## config.mk

```make
export PLATFORM = sky130hd
export DESIGN_NAME = boot_sequencer_flat
export DESIGN_NICKNAME = d
export VERILOG_FILES = /design/src/rtl/boot_pkg.sv /design/src/rtl/boot_sequencer_if.sv /design/src/rtl/boot_wait_counter.sv /design/src/rtl/boot_sequencer.sv /design/src/flat_wrapper.sv
export SDC_FILE = /design/constraint.sdc
export NUM_CORES = 1
export LEC_CHECK = 0
export BUFFER_PORTS_ARGS = -buffer_cell sky130_fd_sc_hd__buf_2
export CORE_MARGIN = 4
export CORE_UTILIZATION = 40
export CTS_CLUSTER_SIZE = 20
export DETAILED_ROUTE_END_ITERATION = 16
export GPL_ROUTABILITY_DRIVEN = 0
export PLACE_DENSITY = 0.62
export SLEW_MARGIN = 20
export SYNTH_ARGS = -nofsm -noshare
export SYNTH_HDL_FRONTEND = slang
export SYNTH_HIERARCHICAL = 1
export SYNTH_SLANG_ARGS = --single-unit
```

## constraint.sdc

```tcl
create_clock -name CLK -period 6 [get_ports CLK]
set_clock_uncertainty 0.2 [all_clocks]
set_input_delay 0.3 -clock CLK [delete_from_list [all_inputs] [get_ports CLK]]
set_output_delay 0.3 -clock CLK [all_outputs]
set_load 0.005 [all_outputs]
```

## src/rtl/boot_pkg.sv

```systemverilog
// boot_pkg: state encodings, target selects and widths shared by the boot sequencer files.
package boot_pkg;
  localparam int ADDR_W = 17;
  localparam int BUS_ADDR_W = 15;
  localparam int DATA_W = 8;
  typedef enum logic [2:0] {
    ST_IDLE,
    ST_READ,
    ST_SETUP,
    ST_WRITE,
    ST_HOLD,
    ST_DONE
  } state_e;
  typedef enum logic [1:0] {
    TGT_CONTROL       = 2'b00,
    TGT_MLU_SLICE     = 2'b01,
    TGT_MLU_LOOKAHEAD = 2'b10,
    TGT_RESERVED      = 2'b11
  } target_e;
endpackage

```

## src/rtl/boot_sequencer_if.sv

```systemverilog
// boot_sequencer_if: EEPROM read port, target RAM write bus and boot status of the boot sequencer.
interface boot_sequencer_if;
  import boot_pkg::*;
  logic                  REBOOT;
  logic [ADDR_W-1:0]     EEPROM_ADDR;
  logic                  EEPROM_N_OE;
  logic [DATA_W-1:0]     EEPROM_DATA;
  logic [BUS_ADDR_W-1:0] BUS_ADDR;
  logic [DATA_W-1:0]     BUS_DATA;
  logic                  BUS_OE;
  logic                  CONTROL_N_WE;
  logic                  MLU_SLICE_N_WE;
  logic                  MLU_LOOKAHEAD_N_WE;
  logic                  N_BOOTED;
  modport master (
    input  REBOOT, EEPROM_DATA,
    output EEPROM_ADDR, EEPROM_N_OE, BUS_ADDR, BUS_DATA, BUS_OE,
           CONTROL_N_WE, MLU_SLICE_N_WE, MLU_LOOKAHEAD_N_WE, N_BOOTED
  );
  modport slave (
    output REBOOT, EEPROM_DATA,
    input  EEPROM_ADDR, EEPROM_N_OE, BUS_ADDR, BUS_DATA, BUS_OE,
           CONTROL_N_WE, MLU_SLICE_N_WE, MLU_LOOKAHEAD_N_WE, N_BOOTED
  );
endinterface

```

## src/rtl/boot_wait_counter.sv

```systemverilog
// boot_wait_counter: loadable 4-bit down-counter that stops at zero and flags it.
module boot_wait_counter (
  input  logic       CLK,
  input  logic       N_RST,
  input  logic       load_i,
  input  logic [3:0] load_val_i,
  output logic       zero_o
);
  logic [3:0] cnt_q, cnt_d;
  assign zero_o = cnt_q == 4'd0;
  always_comb cnt_d = load_i ? load_val_i : zero_o ? cnt_q : cnt_q - 4'd1;
  always_ff @(posedge CLK or negedge N_RST)
    if (!N_RST) cnt_q <= 4'd0;
    else cnt_q <= cnt_d;
endmodule

```

## src/rtl/boot_sequencer.sv

```systemverilog
// boot_sequencer: copies boot EEPROM bytes into the CONTROL / MLU_SLICE / MLU_LOOKAHEAD RAMs,
// one byte per READ-SETUP-WRITE-HOLD pass, then parks in DONE until REBOOT.
module boot_sequencer
  import boot_pkg::*;
#(
  parameter int unsigned       READ_WAIT = 2,
  parameter int unsigned       WE_CYCLES = 1,
  parameter logic [ADDR_W-1:0] LAST_ADDR = 17'h1FFFF
) (
  input logic              CLK,
  input logic              N_RST,
  boot_sequencer_if.master bus
);
  state_e              state_q, state_d;
  logic [ADDR_W-1:0]   addr_q, addr_d;
  logic [DATA_W-1:0]   data_q, data_d;
  logic [2:0]          n_we_q, n_we_d;
  logic                wait_zero, wait_load, read_done, last, reserved, advance, wr;
  logic [3:0]          wait_val;
  target_e             tgt;
  assign tgt       = target_e'(addr_q[ADDR_W-1:ADDR_W-2]);
  assign reserved  = tgt == TGT_RESERVED;
  assign last      = addr_q == LAST_ADDR;
  assign read_done = state_q == ST_READ && wait_zero;
  assign advance   = (state_q == ST_HOLD || (read_done && reserved)) && !last;
  // Timer reloads whenever the current state is untimed or its wait has just expired,
  // so it is always primed for whichever timed state comes next.
  assign wait_load = !((state_q == ST_READ || state_q == ST_WRITE) && !wait_zero);
  assign wait_val  = state_d == ST_WRITE ? 4'(WE_CYCLES - 1) : 4'(READ_WAIT - 1);
  boot_wait_counter u_wait (
    .CLK       (CLK),
    .N_RST     (N_RST),
    .load_i    (wait_load),
    .load_val_i(wait_val),
    .zero_o    (wait_zero)
  );
  always_ff @(posedge CLK or negedge N_RST)
    if (!N_RST) begin
      state_q <= ST_IDLE;
      addr_q  <= '0;
      data_q  <= '0;
      n_we_q  <= 3'b111;
    end else begin
      state_q <= state_d;
      addr_q  <= addr_d;
      data_q  <= data_d;
      n_we_q  <= n_we_d;
    end
  always_comb begin
    state_d = state_q;
    case (state_q)
      ST_IDLE:  state_d = ST_READ;
      ST_READ:  state_d = !wait_zero ? ST_READ : !reserved ? ST_SETUP : last ? ST_DONE : ST_READ;
      ST_SETUP: state_d = ST_WRITE;
      ST_WRITE: state_d = wait_zero ? ST_HOLD : ST_WRITE;
      ST_HOLD:  state_d = last ? ST_DONE : ST_READ;
      ST_DONE:  state_d = bus.REBOOT ? ST_IDLE : ST_DONE;
      default:  state_d = ST_IDLE;
    endcase
  end
  // Write enables are registered from the next state so they are clean flop outputs.
  always_comb begin
    addr_d = (state_q == ST_DONE && bus.REBOOT) ? '0 : advance ? addr_q + ADDR_W'(1) : addr_q;
    data_d = read_done ? bus.EEPROM_DATA : data_q;
    wr     = state_d == ST_WRITE;
    n_we_d = {!(wr && tgt == TGT_MLU_LOOKAHEAD), !(wr && tgt == TGT_MLU_SLICE), !(wr && tgt == TGT_CONTROL)};
    bus.EEPROM_ADDR        = addr_q;
    bus.EEPROM_N_OE        = state_q != ST_READ;
    bus.BUS_ADDR           = addr_q[BUS_ADDR_W-1:0];
    bus.BUS_DATA           = data_q;
    bus.BUS_OE             = state_q inside {ST_SETUP, ST_WRITE, ST_HOLD};
    bus.CONTROL_N_WE       = n_we_q[0];
    bus.MLU_SLICE_N_WE     = n_we_q[1];
    bus.MLU_LOOKAHEAD_N_WE = n_we_q[2];
    bus.N_BOOTED           = state_q != ST_DONE;
  end
endmodule
```

## src/flat_wrapper.sv

```systemverilog
// flat-port wrapper written by rule: the top's interface ports become plain ports
module boot_sequencer_flat import boot_pkg::*;
#(
  parameter int unsigned       READ_WAIT = 2,
  parameter int unsigned       WE_CYCLES = 1,
  parameter logic [ADDR_W-1:0] LAST_ADDR = 17'h1FFFF
)
  (CLK, N_RST, bus_REBOOT, bus_EEPROM_DATA, bus_EEPROM_ADDR, bus_EEPROM_N_OE, bus_BUS_ADDR, bus_BUS_DATA, bus_BUS_OE, bus_CONTROL_N_WE, bus_MLU_SLICE_N_WE, bus_MLU_LOOKAHEAD_N_WE, bus_N_BOOTED);
  boot_sequencer_if bus_i ();
  input logic CLK;
  input logic N_RST;
  input wire logic [$bits(bus_i.REBOOT)-1:0] bus_REBOOT;
  input wire logic [$bits(bus_i.EEPROM_DATA)-1:0] bus_EEPROM_DATA;
  output wire logic [$bits(bus_i.EEPROM_ADDR)-1:0] bus_EEPROM_ADDR;
  output wire logic [$bits(bus_i.EEPROM_N_OE)-1:0] bus_EEPROM_N_OE;
  output wire logic [$bits(bus_i.BUS_ADDR)-1:0] bus_BUS_ADDR;
  output wire logic [$bits(bus_i.BUS_DATA)-1:0] bus_BUS_DATA;
  output wire logic [$bits(bus_i.BUS_OE)-1:0] bus_BUS_OE;
  output wire logic [$bits(bus_i.CONTROL_N_WE)-1:0] bus_CONTROL_N_WE;
  output wire logic [$bits(bus_i.MLU_SLICE_N_WE)-1:0] bus_MLU_SLICE_N_WE;
  output wire logic [$bits(bus_i.MLU_LOOKAHEAD_N_WE)-1:0] bus_MLU_LOOKAHEAD_N_WE;
  output wire logic [$bits(bus_i.N_BOOTED)-1:0] bus_N_BOOTED;
  assign bus_i.REBOOT = bus_REBOOT;
  assign bus_i.EEPROM_DATA = bus_EEPROM_DATA;
  assign bus_EEPROM_ADDR = bus_i.EEPROM_ADDR;
  assign bus_EEPROM_N_OE = bus_i.EEPROM_N_OE;
  assign bus_BUS_ADDR = bus_i.BUS_ADDR;
  assign bus_BUS_DATA = bus_i.BUS_DATA;
  assign bus_BUS_OE = bus_i.BUS_OE;
  assign bus_CONTROL_N_WE = bus_i.CONTROL_N_WE;
  assign bus_MLU_SLICE_N_WE = bus_i.MLU_SLICE_N_WE;
  assign bus_MLU_LOOKAHEAD_N_WE = bus_i.MLU_LOOKAHEAD_N_WE;
  assign bus_N_BOOTED = bus_i.N_BOOTED;
  boot_sequencer #(.READ_WAIT(READ_WAIT), .WE_CYCLES(WE_CYCLES), .LAST_ADDR(LAST_ADDR)) u_core (.CLK(CLK), .N_RST(N_RST), .bus(bus_i));
endmodule
```

## Word-level counts from Yosys, hierarchy flattened

Index checks and enable logic that the tools add are counted.

| cells by class | value |
|---|---|
| add/subtract/negate cells | 2 |
| equal/unequal tests | 13 |
| reductions and logical operators | 20 |
| mux-type cells | 11 |

Operator list:

| cell | number |
|---|---|
| 2-to-1 mux 17 bit | 2 |
| case mux 3 bit (6 select lines) | 1 |
| adder 17 x 1 -> 17 bit (second input constant) | 1 |
| equality test 17 bit (second input constant) | 1 |
| 2-to-1 mux 3 bit | 5 |
| equality test 3 x 2 -> 1 bit (second input constant) | 3 |
| logical AND 1 bit | 8 |
| 2-to-1 mux 4 bit | 2 |
| equality test 3 bit (second input constant) | 2 |
| zero test 1 bit | 5 |
| equality test 2 bit (second input constant) | 2 |
| zero test 4 bit | 1 |
| subtractor 4 x 1 -> 4 bit (second input constant) | 1 |
| equality test 3 x 1 -> 1 bit (second input constant) | 1 |
| zero test 3 bit | 1 |
| inequality test 3 x 1 -> 1 bit (second input constant) | 1 |
| inequality test 3 bit (second input constant) | 1 |
| nonzero test 3 bit | 1 |
| equality test 2 x 1 -> 1 bit (second input constant) | 1 |
| zero test 2 bit | 1 |
| logical OR 1 bit | 2 |
| inequality test 2 bit (second input constant) | 1 |
| nonzero test 2 bit | 1 |
| 2-to-1 mux 1 bit | 1 |

| word-level totals | value |
|---|---|
| output and inout bits | 46 |
| input bits | 11 |
| bits in registers | 35 |
| logic and storage cells | 51 |

## Longest topological paths before layout

| depth | value |
|---|---|
| depth in word-level cells | 8 |
| gate-level depth with buffers | 9 |
| gate-level depth less buffers | 8 |

## Cells and area by module

The synthesis kept the hierarchy.

By module, submodules not included:

| module | instances | cells an instance | area an instance (µm²) | seq. area each (µm²) |
|---|---|---|---|---|
| boot_sequencer | 1 | 181 | 1759.2 | 779.5 |
| boot_wait_counter | 1 | 22 | 234.0 | 100.1 |

## Least setup slack after synthesis

OpenSTA, ideal clock, no wires.

| timing path | value |
|---|---|
| kind | flip-flop to flip-flop |
| from | register u_core.u_wait.cnt_q[0] |
| to | register u_core.addr_q[10] (netlist: u_core/bus.EEPROM_ADDR[10]) |
| clock period less this slack | 2.507 ns |
| setup slack | 3.493 ns |
| library setup time | 0.078 ns |
| stages on the path, launching flop included | 9 |
| arrival | 2.229 ns |
| required time | 5.722 ns |
| path buffers | 1 |
| path through | dfrtp_1 -> inv_1 -> ha_1 -> nor3b_4 -> nand2_2 -> o41a_2 -> buf_6 -> or4_1 -> a21oi_1 |

| on the way | value |
|---|---|
| longest elaborated chain between the ends | 6 |

Ends and longest elaborated chain:

| what | RTL line | source |
|---|---|---|
| start, declared | boot_wait_counter.sv:9 | `logic [3:0] cnt_q, cnt_d;` |
| start signal, assigned | boot_wait_counter.sv:14 | `else cnt_q <= cnt_d;` |
| zero test 4 bit | boot_wait_counter.sv:10 | `assign zero_o = cnt_q == 4'd0;` |
| net u_core.wait_zero | boot_sequencer.sv:18 | `logic wait_zero, wait_load, read_done, last, reserved, advance, wr;` |
| logical AND 1 bit | boot_sequencer.sv:24 | `assign read_done = state_q == ST_READ && wait_zero;` |
| logical AND 1 bit | boot_sequencer.sv:25 | `assign advance = (state_q == ST_HOLD \|\| (read_done && reserved)) && !last;` |
| logical OR 1 bit | boot_sequencer.sv:25 |  |
| logical AND 1 bit | boot_sequencer.sv:25 |  |
| nonzero test 2 bit (no source line) | -- |  |
| end signal, assigned | boot_sequencer.sv:45 | `addr_q <= addr_d;` |
| end, declared | boot_sequencer.sv:15 | `logic [ADDR_W-1:0] addr_q, addr_d;` |

The timed path passes the listed nets, and every way through them passes these cells.
A chain may end at the register's enable or synchronous reset.

## Worst setup path in the final report

| timing path | value |
|---|---|
| from | register u_core.addr_q[2] (netlist: u_core/bus.EEPROM_ADDR[2]) |
| to | register u_core.addr_q[13] (netlist: u_core/bus.EEPROM_ADDR[13]) |

| on the way | value |
|---|---|
| longest elaborated chain between the ends | 4 |
| elaborated cells on any way between the ends | 7 |
| classes of those cells | add/sub (1); eq/ne (1); mux (2); reduce/logical (3) |

Ends and longest elaborated chain:

| what |
|---|
| branches (longest 4 deep; another with adder 17 x 1 -> 17 bit) |

Several ways; the timed one is not identified. The select of a mux whose other input is x is not followed.

==> reports/summary.log <==
INFO  global_routing met2_usage=23.0%
INFO  clock_tree     tritoncts=built
INFO  timing         max_slew_margin=37.4%
INFO  synth          syn_area_per_cell=9.82µm²
INFO  die            initial_cell_density_of_the_core=41.6%
INFO  setup_path     timing.critical_path.to_type=flop
INFO  clock_tree     max-clock-path-buffers=2
INFO  place          hpwl=3.11mm
INFO  global_routing number_of_antenna_violations_at_the_first_check_in_global_routing=0
INFO  die            die_w=78.6µm
INFO  synth          top_flip_flop_cell_by_instance_count_after_synthesis=sky130_fd_sc_hd__dfrtp_1
INFO  timing         finalMaxSlewViolations=0
INFO  layout         diodes_inserted=0
INFO  global_routing first_global_vias=1,505
INFO  layout         area_growth=14.9%
INFO  clock_tree     root_driver=sky130_fd_sc_hd__clkbuf_8
INFO  synth          count_of_cell_types_in_the_netlist=46
INFO  setup_path     cpMaxStageDelayCell=sky130_fd_sc_hd__or4_1
INFO  power_and_ir_drop power_per_cell_area=439mW/mm²
INFO  synth          synthArstFlopShare=100%
INFO  setup_path     timing.critical_path.cells=nand3_1 > or4_1 > nor3_1 > ha_1 > nand4bb_1 > or4_1 > nor3_1 > mux2i_1
INFO  timing         hold_slack=0.0395ns
INFO  clock_tree     post_cts_buffers=0
INFO  global_routing gr-usage-all-layers=15.6%
INFO  clock_tree     htree_levels=2
INFO  synth          synthesis.instances=203
INFO  clock_tree     clock_latency=0.29ns
INFO  timing         layout_worst_path_cycle_share=46.9%
INFO  timing         maxClockFrequency=0.355GHz
INFO  die            top_level_ports=57
INFO  layout         finish.utilization=47.9%
INFO  setup_path     critPathMaxStageDelay=0.63ns
INFO  drt            wl=4.42mm
INFO  clock_tree     post_cts_hold_buffer_count=1
INFO  clock_tree     cts-buffers-inserted=5
INFO  drt            route.detailed.drc=0
INFO  outcome        status=finished clean
INFO  setup_path     timing.critical_path.arrival=2.77ns
INFO  synth          yosysSeqAreaShare=44.1%
INFO  layout         layout.nets=259
INFO  die            fp-row-count=25
INFO  place          port_buffers=56
INFO  min_path       holdCritPathClass=in2reg
INFO  global_routing first_pass_grt_wire_length=7.60mm
INFO  synth          synth.top_cells.by_count=sky130_fd_sc_hd__dfrtp_1 (32), sky130_fd_sc_hd__nand2_1 (25), sky130_fd_sc_hd__buf_4 (15), sky130_fd_sc_hd__a21oi_1 (10)
INFO  drt            vias_per_cell=5.12
INFO  setup_path     critPathMaxFanout=15
INFO  global_routing grt_max_degree=36
INFO  synth          post_synth_top_area_cell=sky130_fd_sc_hd__dfrtp_1
INFO  synth          synth_largest_type_area_fraction=40.2%
INFO  die            dieArea=0.00618mm²
INFO  setup_path     cp_data_required_time=5.96ns
INFO  global_routing global_route.usage.met3=3.90%
INFO  drt            post_drt_wl_per_cell=14.1µm
INFO  drt            ant_nets=0
INFO  synth          post-synth-top-count-cell=sky130_fd_sc_hd__dfrtp_1
INFO  clock_tree     clk_transition_reported_paths=0.08ns
INFO  synth          synth_top_cells_by_area=sky130_fd_sc_hd__dfrtp_1 (40%), sky130_fd_sc_hd__buf_4 (5.6%), sky130_fd_sc_hd__mux2_2 (5.1%)
INFO  setup_path     critPathKind=reg2reg
INFO  global_routing use_met1=22.4%
INFO  die            core-area=0.00479mm²
INFO  timing         number_of_hold_slack_violations_in_the_final_timing_report=0
INFO  place          place_ws=3.22ns
INFO  drt            detail_route.iter0.violations=143
INFO  power_and_ir_drop power.total=0.00101W
INFO  synth          post_synthesis_cell_area=0.00199mm²
INFO  clock_tree     post_cts_resized=0
INFO  drt            detailedRoute.firstPassIterationCount=4
INFO  clock_tree     cts.sink_count=35
INFO  flow_run       cap_viol_max_count=0
INFO  layout         post_route_cells_drive_above_1_share=33.3%
INFO  global_routing grt_most_used_layer=met2
INFO  synth          synthesis.yosys.warnings=6
INFO  power_and_ir_drop static-leakage-power=0.992nW
INFO  timing         setup-violations-final=0
INFO  timing         min_period=2.81ns
INFO  die            die_height=78.6µm
INFO  timing         finalSetupTns=0ns
INFO  drt            vias=1,602
INFO  timing         worst_slew_pin_slew=0.927ns
INFO  timing         timing.final.ws_setup=3.19ns
INFO  synth          synth-edff-count=0
INFO  synth          postSynthRegisterBits=35
INFO  power_and_ir_drop vdd.ir_drop.worst=0.242mV
INFO  timing         grt_setup_unrepaired=no
INFO  setup_path     worstSetupStartpointType=flop
INFO  global_routing overflow=0
through the flow:
stage	instance area, µm²	instances
after floorplan	2000	205
after global placement	2200	304
after detailed placement	2200	304
after CTS	2290	313
after global routing	2290	313
final	2290	313
layout make-up:
class	instances	area, µm²
fillers	481	2490
multi-input cells	140	930
flip-flops and latches	35	880
repair buffers	57	290
well taps	67	83.8
clock buffers	6	72.6
inverters	6	22.5
clock inverters	2	12.5
worst paths after layout:
kind / start / to / slack (ns) / depth (start not counted)
setup / recovery: u_core/bus.EEPROM_ADDR[2] / u_core/bus.EEPROM_ADDR[13] / 3.19 / 8
hold / removal: bus_EEPROM_DATA[0] / u_core/bus.BUS_DATA[0] / 0.04 / 2
setup reg to reg: u_core/bus.EEPROM_ADDR[2] / u_core/bus.EEPROM_ADDR[13] / 3.19 / 8
hold reg to reg: u_core/bus.BUS_DATA[2] / u_core/bus.BUS_DATA[2] / 0.30 / 1
max in group asynchronous: N_RST / u_core/bus.BUS_DATA[4] / 4.63 / 2
min in group asynchronous: N_RST / u_core/bus.EEPROM_ADDR[7] / 0.46 / 2
power by group:
| part | leakage (nW) | switching, W | internal, W |
|---|---|---|---|
| combinational | 0.535 | 0.000189 | 0.000206 |
| sequential | 0.416 | 0.000110 | 0.000334 |
| clock | 0.0412 | 0.0000860 | 0.0000811 |
| total | 0.992 | 0.000386 | 0.000621 |
placed cells by master, fill, tap and decap left out, types with 6 or more instances in the layout:
cell,Yosys,routed
sky130_fd_sc_hd__buf_2,0,56
sky130_fd_sc_hd__mux2_2,9,9
sky130_fd_sc_hd__or4_1,9,9
sky130_fd_sc_hd__o31ai_1,7,7
sky130_fd_sc_hd__inv_1,6,6
sky130_fd_sc_hd__o21ai_0,6,6
sky130_fd_sc_hd__nand3_1,6,6
sky130_fd_sc_hd__a21oi_1,10,10
sky130_fd_sc_hd__nor2_1,7,7
sky130_fd_sc_hd__mux2i_1,6,6
sky130_fd_sc_hd__dfrtp_1,32,32
sky130_fd_sc_hd__nand2_1,25,25
critical path: cells and delay by family, from the launching register on:
family / cells / cell delay [ns]
adder cells (fa/ha/maj): 1 / 0.47
AND/OR/NAND/NOR: 6 / 1.45
multiplexers: 1 / 0.12
flip-flops: 1 / 0.45
state kept, by name, summed over array words and instances, names as in the netlist:
register and count:
u_core/u_wait/cnt_q 4, u_core/state_q 3, u_core/bus.EEPROM_ADDR 17, u_core/bus.BUS_DATA 8
u_core/n_we_q 3
kinds of logic after synthesis:
family / count (synthesis) / synth area share [%]
other: 1 / 0.188
multiplexers: 15 / 8.10
AND/OR/NAND/NOR: 85 / 24.7
flip-flops: 35 / 44.1
buffers and inverters: 30 / 9.60
AO/OA/AOI/OAI: 33 / 11.0
XOR/XNOR: 1 / 0.440
adder cells (fa/ha/maj): 3 / 1.88
per-layer routing:
layer / routed length (µm) / share of wire, % / up-vias
met4: 42 / 0.95 / 0
met2: 2020 / 46 / 45
li1: - / - / 796
met5: 0 / 0 / -
met1: 2090 / 47 / 757
met3: 262 / 5.9 / 4
(Power assumes the default switching activity.)
